### config.mk
export PLATFORM = sky130hd
export DESIGN_NAME = serial_adder
export DESIGN_NICKNAME = d
export VERILOG_FILES = /design/src/rtl/serial_adder.sv
export SDC_FILE = /design/constraint.sdc
export NUM_CORES = 1
export LEC_CHECK = 0
export BUFFER_PORTS_ARGS = -buffer_cell sky130_fd_sc_hd__buf_4
export CAP_MARGIN = 20
export CORE_MARGIN = 2
export CORE_UTILIZATION = 29
export DETAILED_ROUTE_END_ITERATION = 6
export PLACE_DENSITY = 0.49
export SKIP_LAST_GASP = 1
export SYNTH_ARGS = -nofsm -noshare
export SYNTH_HDL_FRONTEND = slang
export SYNTH_SLANG_ARGS = --single-unit
### constraint.sdc
create_clock -name i_clk -period 1.72 [get_ports i_clk]
set_input_delay 0.172 -clock i_clk [delete_from_list [all_inputs] [get_ports i_clk]]
set_output_delay 0.172 -clock i_clk [all_outputs]
set_load 0.02 [all_outputs]
### src/rtl/serial_adder.sv
// Bit-serial LSB-first adder: {o_cout, o_sum} = i_a + i_b + i_cin, one bit per cycle.
// Result and o_done appear WIDTH cycles after an accepted start; i_start is ignored while busy.
module serial_adder #(
  parameter int WIDTH = 8
) (
  input  logic             i_clk,
  input  logic             i_rst_n,
  input  logic             i_start,
  input  logic [WIDTH-1:0] i_a,
  input  logic [WIDTH-1:0] i_b,
  input  logic             i_cin,
  output logic [WIDTH-1:0] o_sum,
  output logic             o_cout,
  output logic             o_busy,
  output logic             o_done
);
  localparam int CW = $clog2(WIDTH);

  typedef enum logic [1:0] {S_IDLE, S_RUN, S_DONE} state_t;

  state_t           r_state;
  logic [CW-1:0]    r_cnt;
  logic [WIDTH-1:0] r_a;
  logic [WIDTH-1:0] r_b;
  logic [WIDTH-1:0] r_res;
  logic             r_c;

  logic             w_ha1_s;
  logic             w_ha1_c;
  logic             w_ha2_s;
  logic             w_ha2_c;
  logic             w_c_next;
  logic [WIDTH-1:0] w_res_next;
  logic             w_last;

  // Full adder as two cascaded half adders on the current LSBs and the carry flop.
  assign w_ha1_s    = r_a[0] ^ r_b[0];
  assign w_ha1_c    = r_a[0] & r_b[0];
  assign w_ha2_s    = w_ha1_s ^ r_c;
  assign w_ha2_c    = w_ha1_s & r_c;
  assign w_c_next   = w_ha1_c | w_ha2_c;
  assign w_res_next = {w_ha2_s, r_res[WIDTH-1:1]};
  assign w_last     = (r_cnt == CW'(WIDTH - 1));

  always_ff @(posedge i_clk) begin
    if (!i_rst_n) begin
      r_state <= S_IDLE;
      r_cnt   <= '0;
      r_a     <= '0;
      r_b     <= '0;
      r_res   <= '0;
      r_c     <= 1'b0;
      o_sum   <= '0;
      o_cout  <= 1'b0;
      o_busy  <= 1'b0;
      o_done  <= 1'b0;
    end else begin
      case (r_state)
        S_IDLE, S_DONE: begin
          o_done <= 1'b0;
          if (i_start) begin
            r_a     <= i_a;
            r_b     <= i_b;
            r_c     <= i_cin;
            r_cnt   <= '0;
            o_busy  <= 1'b1;
            r_state <= S_RUN;
          end else begin
            r_state <= S_IDLE;
          end
        end
        S_RUN: begin
          r_a   <= r_a >> 1;
          r_b   <= r_b >> 1;
          r_c   <= w_c_next;
          r_res <= w_res_next;
          r_cnt <= r_cnt + CW'(1);
          // Outputs only move here, so they hold the previous result through any later RUN.
          if (w_last) begin
            o_sum   <= w_res_next;
            o_cout  <= w_c_next;
            o_busy  <= 1'b0;
            o_done  <= 1'b1;
            r_state <= S_DONE;
          end
        end
        default: begin
          o_busy  <= 1'b0;
          o_done  <= 1'b0;
          r_state <= S_IDLE;
        end
      endcase
    end
  end
endmodule

==> impl_metrics.env, run 1 <==
export IMPL_outcome="finished, final reports clean"
export IMPL_powerDensity_nw_per_um2=981
export IMPL_cp_num_cells=5
export IMPL_ant_nets=0
export IMPL_critPathMaxFanout=9
export IMPL_grt_start_max_net_pins=41
export IMPL_critPathCaptureType="register"
export IMPL_synth_top_area_share_pct=49.2
export IMPL_portBuffers=30
export IMPL_ctsResizeCount=0
export IMPL_slew_viol_final=0
export IMPL_power_leakage_nw=0.795
export IMPL_post_drt_wl_per_cell_um=10.9
export IMPL_diodes=0
export IMPL_die_y_um=79.0
export IMPL_clockRootBuffer="clkbuf_8"
export IMPL_clock_path_buffers=2
export IMPL_dp_cells=286
export IMPL_ys_seq_area_share_pct=49.2
export IMPL_h_tree_depth=2
export IMPL_synth_distinct_cells=22
export IMPL_most_common_layout_cells="nand2_1, dfxtp_1, buf_4, o21ai_0, a31oi_1"
export IMPL_drt_initial_drc_count=69
export IMPL_reg2regPathDepth=5
export IMPL_worst_pin_slew_ps=403
export IMPL_clkSlewWorstSetupHoldPaths_ps=90
export IMPL_synthArstFlopShare_pct=0
export IMPL_netlist_area_um2=1630
export IMPL_hold_violations=0
export IMPL_via_count=1336
export IMPL_area_growth_synth_to_final_pct=24.4
export IMPL_core_area_um2=5470
export IMPL_hold_class="primary input to register"
export IMPL_critPathKind="register to register"
export IMPL_tritoncts="built"
export IMPL_setup_viol=0
export IMPL_initial_utilization_pct=29.8
export IMPL_postCtsSetupBuffers=0
export IMPL_min_period_over_period_pct=76.0
export IMPL_num_io_pins=31
export IMPL_postLayoutCellArea_um2=2030
export IMPL_dpl_hpwl_um=2140
export IMPL_grt_overflow_total=0
export IMPL_rows=27
export IMPL_cp_top_family="adder cells"
export IMPL_finalNonFillerCells=294
export IMPL_synth_seq_cells=40
export IMPL_start_kind="register"
export IMPL_synth_edf_count=0
export IMPL_die_width_um=79.0
export IMPL_gr_usage_met1_pct=14.7
export IMPL_synth_avg_cell_area_um2=8.40
export IMPL_ys_flop_type="dfxtp_1"
export IMPL_min_period_ps=1310
export IMPL_drtPass1Iterations=4
export IMPL_mostFrequentLayoutCell="nand2_1"
export IMPL_path_cells="ha_1 > ha_1 > nand3b_1 > nand2_1 > a21boi_0"
export IMPL_synth_top_cell_by_area="dfxtp_1"
export IMPL_via_per_inst=4.54
export IMPL_rsz0062_at_grt="no"
export IMPL_busiest_layer="met2"
export IMPL_max_freq_ghz=0.765
export IMPL_numCtsBuffers=5
export IMPL_grt_use_met3_pct=3.41
export IMPL_drive_gt1_share_pct=19.8
export IMPL_grt_pass1_wl_um=5520
export IMPL_finish_utilization_pct=37.0
export IMPL_hold_depth=3
export IMPL_final_setup_tns_ps=0
export IMPL_relSlewSlack_pct=73.1
export IMPL_synthTopCellsByArea="dfxtp_1, nand2_1, a21boi_0"
export IMPL_final_setup_skew_ps=6.29
export IMPL_slowest_delay_ps=330
export IMPL_nets=244
export IMPL_cp_arrival_ps=1520
export IMPL_peakVddDrop_mv=0.405
export IMPL_required_ps=1940
export IMPL_crit_top_cell="ha_1"
export IMPL_grt_pass1_vias=1227
export IMPL_track_usage_pct=11.2
export IMPL_syn_nets=217
export IMPL_ctsHoldBuffers=0
export IMPL_worst_path_buf_inv=0
export IMPL_clock_latency_ps=290
export IMPL_postPlaceCellArea_um2=1910
export IMPL_cts_sinks=40
export IMPL_place_gp_congestion=0.713
export IMPL_drc_errors=0
export IMPL_maxCapViolCount=0
export IMPL_antenna_found_initial=0
export IMPL_yosys_warnings=0
export IMPL_dieArea_um2=6230
export IMPL_synth_cells=194
export IMPL_crit_slowest_cell="dfxtp_1"
export IMPL_wl_um=3220
export IMPL_use_met2_pct=17.4
synth_stat cells, types with 2 or more instances:
cell and instances:
a31oi_1 15, nand3_1 13, dfxtp_1 40, a21boi_0 14
nand2_1 57, ha_1 2, clkbuf_1 6, nand2b_1 2
o21ai_0 17, buf_4 7, nor2b_1 2, a21boi_1 6
and3_1 2, buf_2 3
layer usage:
metal  part of all wire [%]  vias up
met5                      0        -
met1                     52      593
met4                    1.1        0
met2                     42       27
met3                    4.6        4
li1                       -      712
stage by stage:
step                      worst slack [ps]  total power [mW]  hold slack, ps
after global routing                   286              2.10             136
after floorplan                        496              1.16             307
final                                  413              1.99             141
after global placement                 434              1.23             449
after detailed placement               402              1.23             446
after CTS                              395              2.02             134
state kept, by name, summed over array words and instances, names as in the netlist:
name     count
r_c          1
r_a          8
o_cout       1
r_res        7
r_b          8
r_cnt        3
o_done       1
o_busy       1
r_state      2
o_sum        8
report_power, final:
group          internal [mW]  switching (mW)
sequential             0.972          0.0257
clock                  0.437           0.345
combinational         0.0966           0.112
layout make-up:
class | instances | area (µm²)
fill | 592 | 3450
timing repair buffer | 36 | 283
tap | 72 | 90.1
clock buffer | 5 | 68.8
sequential | 40 | 801
multi-input combinational | 138 | 738
clock inverter | 3 | 46.3
cells by family (layout without fill, tap and decap cells):
| logic type | Yosys count | count (layout) | share of synthesized area [%] |
|---|---|---|---|
| AND/OR/NAND/NOR | 80 | 80 | 21.0 |
| AO/OA/AOI/OAI | 55 | 55 | 21.6 |
| flip-flops | 40 | 40 | 49.2 |
| buffers and inverters | 16 | 44 | 5.53 |
| adder cells (fa/ha/maj) | 3 | 3 | 2.76 |
path summary, 6_finish.rpt:
kind             from  slack (ps)        to
max          r_cnt[0]         410  o_sum[5]
min            i_a[5]         140    r_a[5]
max reg2reg  r_cnt[0]         410  o_sum[5]
min reg2reg  o_sum[7]         460  o_sum[7]
worst register-to-register path, stage by stage (launching register included):
cell and delay [ps]:
dfxtp_1 330, ha_1 200, ha_1 190, nand3b_1 280
nand2_1 80, a21boi_0 160
Power figures use the tool's default switching activity.
==> run 2, diff against run 1 <==
Settings changed: PLACE_DENSITY 0.49 to 0.51.
Clock period 1.72 ns to 1.09 ns, I/O delays scaled along.
==> run 2 against run 1 <==
The flow now finishes with violations (negative setup slack). Sequential power is 58% higher. Register-to-register slack got worse by 450 ps. Die area is the same. Worst setup slack lost 450 ps. Largest power group unchanged. Critical path type unchanged. Worst hold slack worse by 80 ps. Power grew 63%. Highest routed layer unchanged. Routed wire length is 15% higher.
==> impl_metrics.env, run 2 (same netlist as run 1, synthesis figures left out) <==
export IMPL_clkPwrFrac_pct=38.1
export IMPL_setup_ws_ps=-39.5
export IMPL_area_growth_synth_to_final_pct=37.2
export IMPL_initial_utilization_pct=29.8
export IMPL_maxCapViolCount=0
export IMPL_critPathKind="register to register"
export IMPL_violations="negative setup slack"
export IMPL_required_ps=1290
export IMPL_relSlewSlack_pct=77.4
export IMPL_diodes=0
export IMPL_crit_top_cell="ha_4"
export IMPL_setup_viol=12
export IMPL_portBuffers=30
export IMPL_crit_slowest_cell="dfxtp_2"
export IMPL_track_usage_pct=12.2
export IMPL_tritoncts="built"
export IMPL_critPathMaxFanout=10
export IMPL_path_cells="ha_4 > ha_4 > buf_4 > o211a_1"
export IMPL_min_period_over_period_pct=104
export IMPL_fill_cells=577
export IMPL_via_count=1414
export IMPL_clockRootBuffer="clkbuf_8"
export IMPL_dieArea_um2=6230
export IMPL_min_period_ps=1130
export IMPL_grt_pass1_vias=1267
export IMPL_via_per_inst=4.65
export IMPL_most_common_layout_cells="nand2_1, buf_4, dfxtp_1, a21boi_1"
export IMPL_worst_pin_slew_ps=338
export IMPL_drtPass1Iterations=4
export IMPL_finalNonFillerCells=304
export IMPL_drive_gt1_share_pct=29.3
export IMPL_dp_cells=293
export IMPL_power_leakage_nw=0.879
export IMPL_clkSlewWorstSetupHoldPaths_ps=90
export IMPL_core_area_um2=5470
export IMPL_critPathCaptureType="register"
export IMPL_clock_latency_ps=290
export IMPL_internal_power_mw=2.45
export IMPL_max_freq_ghz=0.885
export IMPL_cts_sinks=40
export IMPL_num_io_pins=31
export IMPL_hold_class="primary input to register"
export IMPL_start_kind="register"
export IMPL_p_sw_uw=798
export IMPL_postPlaceCellArea_um2=2020
export IMPL_ctsHoldBuffers=0
export IMPL_reg_top3="o_sum x8, r_a x8, r_b x8"
export IMPL_outcome="finished with violations"
export IMPL_hold_violations=0
export IMPL_die_y_um=79.0
export IMPL_drt_initial_drc_count=67
export IMPL_postLayoutCellArea_um2=2230
export IMPL_post_place_ws_ps=-35.5
export IMPL_wl_um=3710
export IMPL_slew_viol_final=0
export IMPL_powerDensity_nw_per_um2=1450
export IMPL_rsz0062_at_grt="yes"
export IMPL_dpl_hpwl_um=2280
export IMPL_pwr_share_seq_pct=48.7
export IMPL_die_width_um=79.0
export IMPL_clock_path_buffers=2
export IMPL_slowest_delay_ps=340
export IMPL_grt_pass1_wl_um=5950
export IMPL_comb_power_share_pct=13.3
export IMPL_finish_utilization_pct=40.8
export IMPL_rows=27
export IMPL_h_tree_depth=2
export IMPL_nets=254
export IMPL_netSwitchingFraction_pct=24.6
export IMPL_finalPower_mw=3.25
export IMPL_final_setup_skew_ps=8.66
export IMPL_cp_arrival_ps=1330
export IMPL_grt_start_max_net_pins=41
export IMPL_mostFrequentLayoutCell="nand2_1"
export IMPL_ant_nets=0
export IMPL_drc_errors=0
export IMPL_peakVddDrop_mv=0.442
export IMPL_place_gp_congestion=0.701
export IMPL_antenna_found_initial=0
export IMPL_post_drt_wl_per_cell_um=12.2
export IMPL_numCtsBuffers=5
export IMPL_grt_overflow_total=0
run 2: cell type report:
class	count	area (µm²)	area share [%]
sequential	40	811	36.3
multi-input combinational	138	793	35.5
clock buffer	5	68.8	3.08
timing repair buffer	46	425	19.0
tap	72	90.1	4.03
clock inverter	3	46.3	2.07
run 2: what timing repair did:
action                     4_1_cts  5_1_grt
setup buffers                    0        1
resized for setup                7       11
gates cloned                     0        2
setup endpoints to repair       32       35
pin swaps                        2        3
run 2: power by group through the flow:
stage | logic [mW] | registers, mW | clock network (mW)
2_1_floorplan | 0.230 | 1.61 | 0
3_3_place_gp | 0.373 | 1.61 | 0
3_5_place_dp | 0.376 | 1.61 | 0
4_1_cts | 0.384 | 1.58 | 1.27
5_1_grt | 0.489 | 1.59 | 1.34
6_report | 0.431 | 1.58 | 1.24
run 2: worst max-delay path, delay by kind of cell, from the launching register on:
kind	cells	cell delay [ps]
adders and majority gates	2	320
AOI/OAI and AO/OA	1	200
buffers and inverters	1	170
DFF	1	340
run 2: routing by layer:
metal	share of wire, %	track usage [%]
met3	5.0	3.75
met5	0	0
met4	1.1	5.17
met2	43	17.7
met1	51	16.7
run 2: worst paths after layout:
kind	start	to	slack, ps	cells past startpoint
max	r_cnt[1]	o_done	-40	4
min	i_a[7]	r_a[7]	60	3
max reg2reg	r_cnt[1]	o_done	-40	4
min reg2reg	o_sum[5]	o_sum[5]	460	2
run 2: per-stage QoR:
step / setup TNS (ps) / hold WS (ps)
floorplan: -5.13 / 244
global placement: -317 / 375
detailed placement: -437 / 375
CTS: -362 / 61.1
global route: -1200 / 61.2
finish: -290 / 61.4
==> run 3, diff against run 2 <==
Settings changed: BUFFER_PORTS_ARGS -buffer_cell sky130_fd_sc_hd__buf_4 to -buffer_cell sky130_fd_sc_hd__buf_2.
==> run 3 against run 2 <==
The flow still finishes with violations (negative setup slack). Power fell by 7.7%. Non-clock buffer count increased by 3. Global-route usage is 0.057 points lower. Register-to-register slack about the same. Fmax down 1.2%. Largest cell class unchanged. Clock skew decreased by 3.7 ps. Largest power group unchanged. Routed wire length fell by 1.5%.
==> impl_metrics.env, run 3 (same netlist as run 1, synthesis figures left out) <==
export IMPL_setup_ws_ps=-52.9
export IMPL_num_io_pins=31
export IMPL_peakVddDrop_mv=0.529
export IMPL_drt_initial_drc_count=35
export IMPL_drc_errors=0
export IMPL_post_drt_wl_per_cell_um=11.9
export IMPL_grt_start_max_net_pins=25
export IMPL_grt_overflow_total=0
export IMPL_outcome="finished with violations"
export IMPL_cp_arrival_ps=1380
export IMPL_grt_pass1_wl_um=5890
export IMPL_clock_latency_ps=290
export IMPL_min_period_over_period_pct=105
export IMPL_antenna_found_initial=0
export IMPL_multiInputGateArea_um2=795
export IMPL_hold_class="primary input to register"
export IMPL_nets=257
export IMPL_clkSlewWorstSetupHoldPaths_ps=80
export IMPL_place_gp_congestion=0.724
export IMPL_powerDensity_nw_per_um2=1380
export IMPL_core_area_um2=5470
export IMPL_portBuffers=30
export IMPL_drive_gt1_share_pct=29.8
export IMPL_initial_utilization_pct=29.8
export IMPL_finish_utilization_pct=39.8
export IMPL_dieArea_um2=6230
export IMPL_critPathKind="register to register"
export IMPL_via_per_inst=4.63
export IMPL_rows=27
export IMPL_h_tree_depth=2
export IMPL_maxCapViolCount=0
export IMPL_die_width_um=79.0
export IMPL_fill_cells=599
export IMPL_die_y_um=79.0
export IMPL_reg_top3="o_sum x8, r_a x8, r_b x8"
export IMPL_diodes=0
export IMPL_mostFrequentLayoutCell="nand2_1"
export IMPL_start_kind="register"
export IMPL_slew_viol_final=0
export IMPL_rsz0062_at_grt="yes"
export IMPL_finalPower_mw=3.00
export IMPL_grt_pass1_vias=1294
export IMPL_required_ps=1320
export IMPL_violations="negative setup slack"
export IMPL_setup_viol=13
export IMPL_critPathMaxFanout=5
export IMPL_dpl_hpwl_um=2290
export IMPL_holdWs_ps=55.8
export IMPL_worst_pin_slew_ps=187
export IMPL_min_period_ps=1140
export IMPL_cts_sinks=40
export IMPL_most_common_layout_cells="nand2_1, dfxtp_1, buf_2, a21boi_1, a31oi_1"
export IMPL_clock_path_buffers=2
export IMPL_critPathCaptureType="register"
export IMPL_ant_nets=0
export IMPL_numCtsBuffers=5
export IMPL_wl_um=3660
export IMPL_tritoncts="built"
export IMPL_track_usage_pct=12.1
export IMPL_clockRootBuffer="clkbuf_8"
export IMPL_hold_violations=0
export IMPL_via_count=1420
export IMPL_area_growth_synth_to_final_pct=33.7
export IMPL_final_setup_skew_ps=4.94
export IMPL_seq_area_um2=810
export IMPL_max_freq_ghz=0.875
export IMPL_power_leakage_nw=0.882
export IMPL_relSlewSlack_pct=87.6
export IMPL_drtPass1Iterations=4
==> run 3: cell types whose count changed in the layout (fill, tap and decap cells not counted), sizes merged <==
cell and delta:
clkinv +3, buf +2, bufinv -1, clkbuf +1
clkinvlp -1, inv -1
==> run 3: where the power goes <==
| part | leakage [nW] | internal (mW) | total (mW) | switching (mW) |
|---|---|---|---|---|
| registers | 0.329 | 1.54 | 1.58 | 0.0459 |
| clock network | 0.0479 | 0.446 | 0.983 | 0.537 |
| logic | 0.505 | 0.223 | 0.434 | 0.211 |
==> run 3: final cells by class <==
type                       instances  share of cell area, %
clock inverter                     3                  0.862
multi-input combinational        138                   36.5
tap                               72                   4.14
clock buffer                       5                   3.16
timing repair buffer              49                   18.2
sequential                        40                   37.2
==> run 3: final timing paths <==
| check | slack [ps] | end | from | cells past startpoint |
|---|---|---|---|---|
| hold reg to reg | 460 | o_sum[5] | o_sum[5] | 2 |
| setup / recovery | -50 | o_sum[6] | r_state[0] | 5 |
| setup reg to reg | -50 | o_sum[6] | r_state[0] | 5 |
| hold / removal | 60 | r_a[7] | i_a[7] | 3 |
==> run 3: repair_timing <==
action | 4_1_cts | 5_1_grt
setup endpoints to repair | 34 | 36
resized for setup | 9 | 19
hold buffers | 0 | 0
buffers inserted | 0 | 0
pin swaps | 2 | 2
cloned | 0 | 4
==> run 3: worst max-delay path: stages, from the launching register on <==
cell	delay (ps)
dfxtp_4	390
buf_6	110
and2b_4	210
clkbuf_16	160
nand3_1	80
a21boi_1	140
==> run 3: metal layers <==
| layer | share of wire (%) | global-route usage [%] | vias up |
|---|---|---|---|
| li1 | - | - | 740 |
| met1 | 50 | 15.8 | 644 |
| met2 | 44 | 18.2 | 30 |
| met3 | 4.5 | 3.64 | 6 |
| met4 | 2.3 | 6.21 | 0 |
| met5 | 0 | 0 | - |
==> run 3: stage by stage <==
stage	cell area [µm²]	cells	setup WS, ps	TNS (ps)
5_1_grt	2180	307	-120	-1520
3_5_place_dp	1970	295	-44.3	-372
4_1_cts	2070	303	-48.0	-297
3_3_place_gp	1970	295	-59.6	-325
6_report	2180	307	-52.9	-376
2_1_floorplan	1670	194	-5.13	-5.13
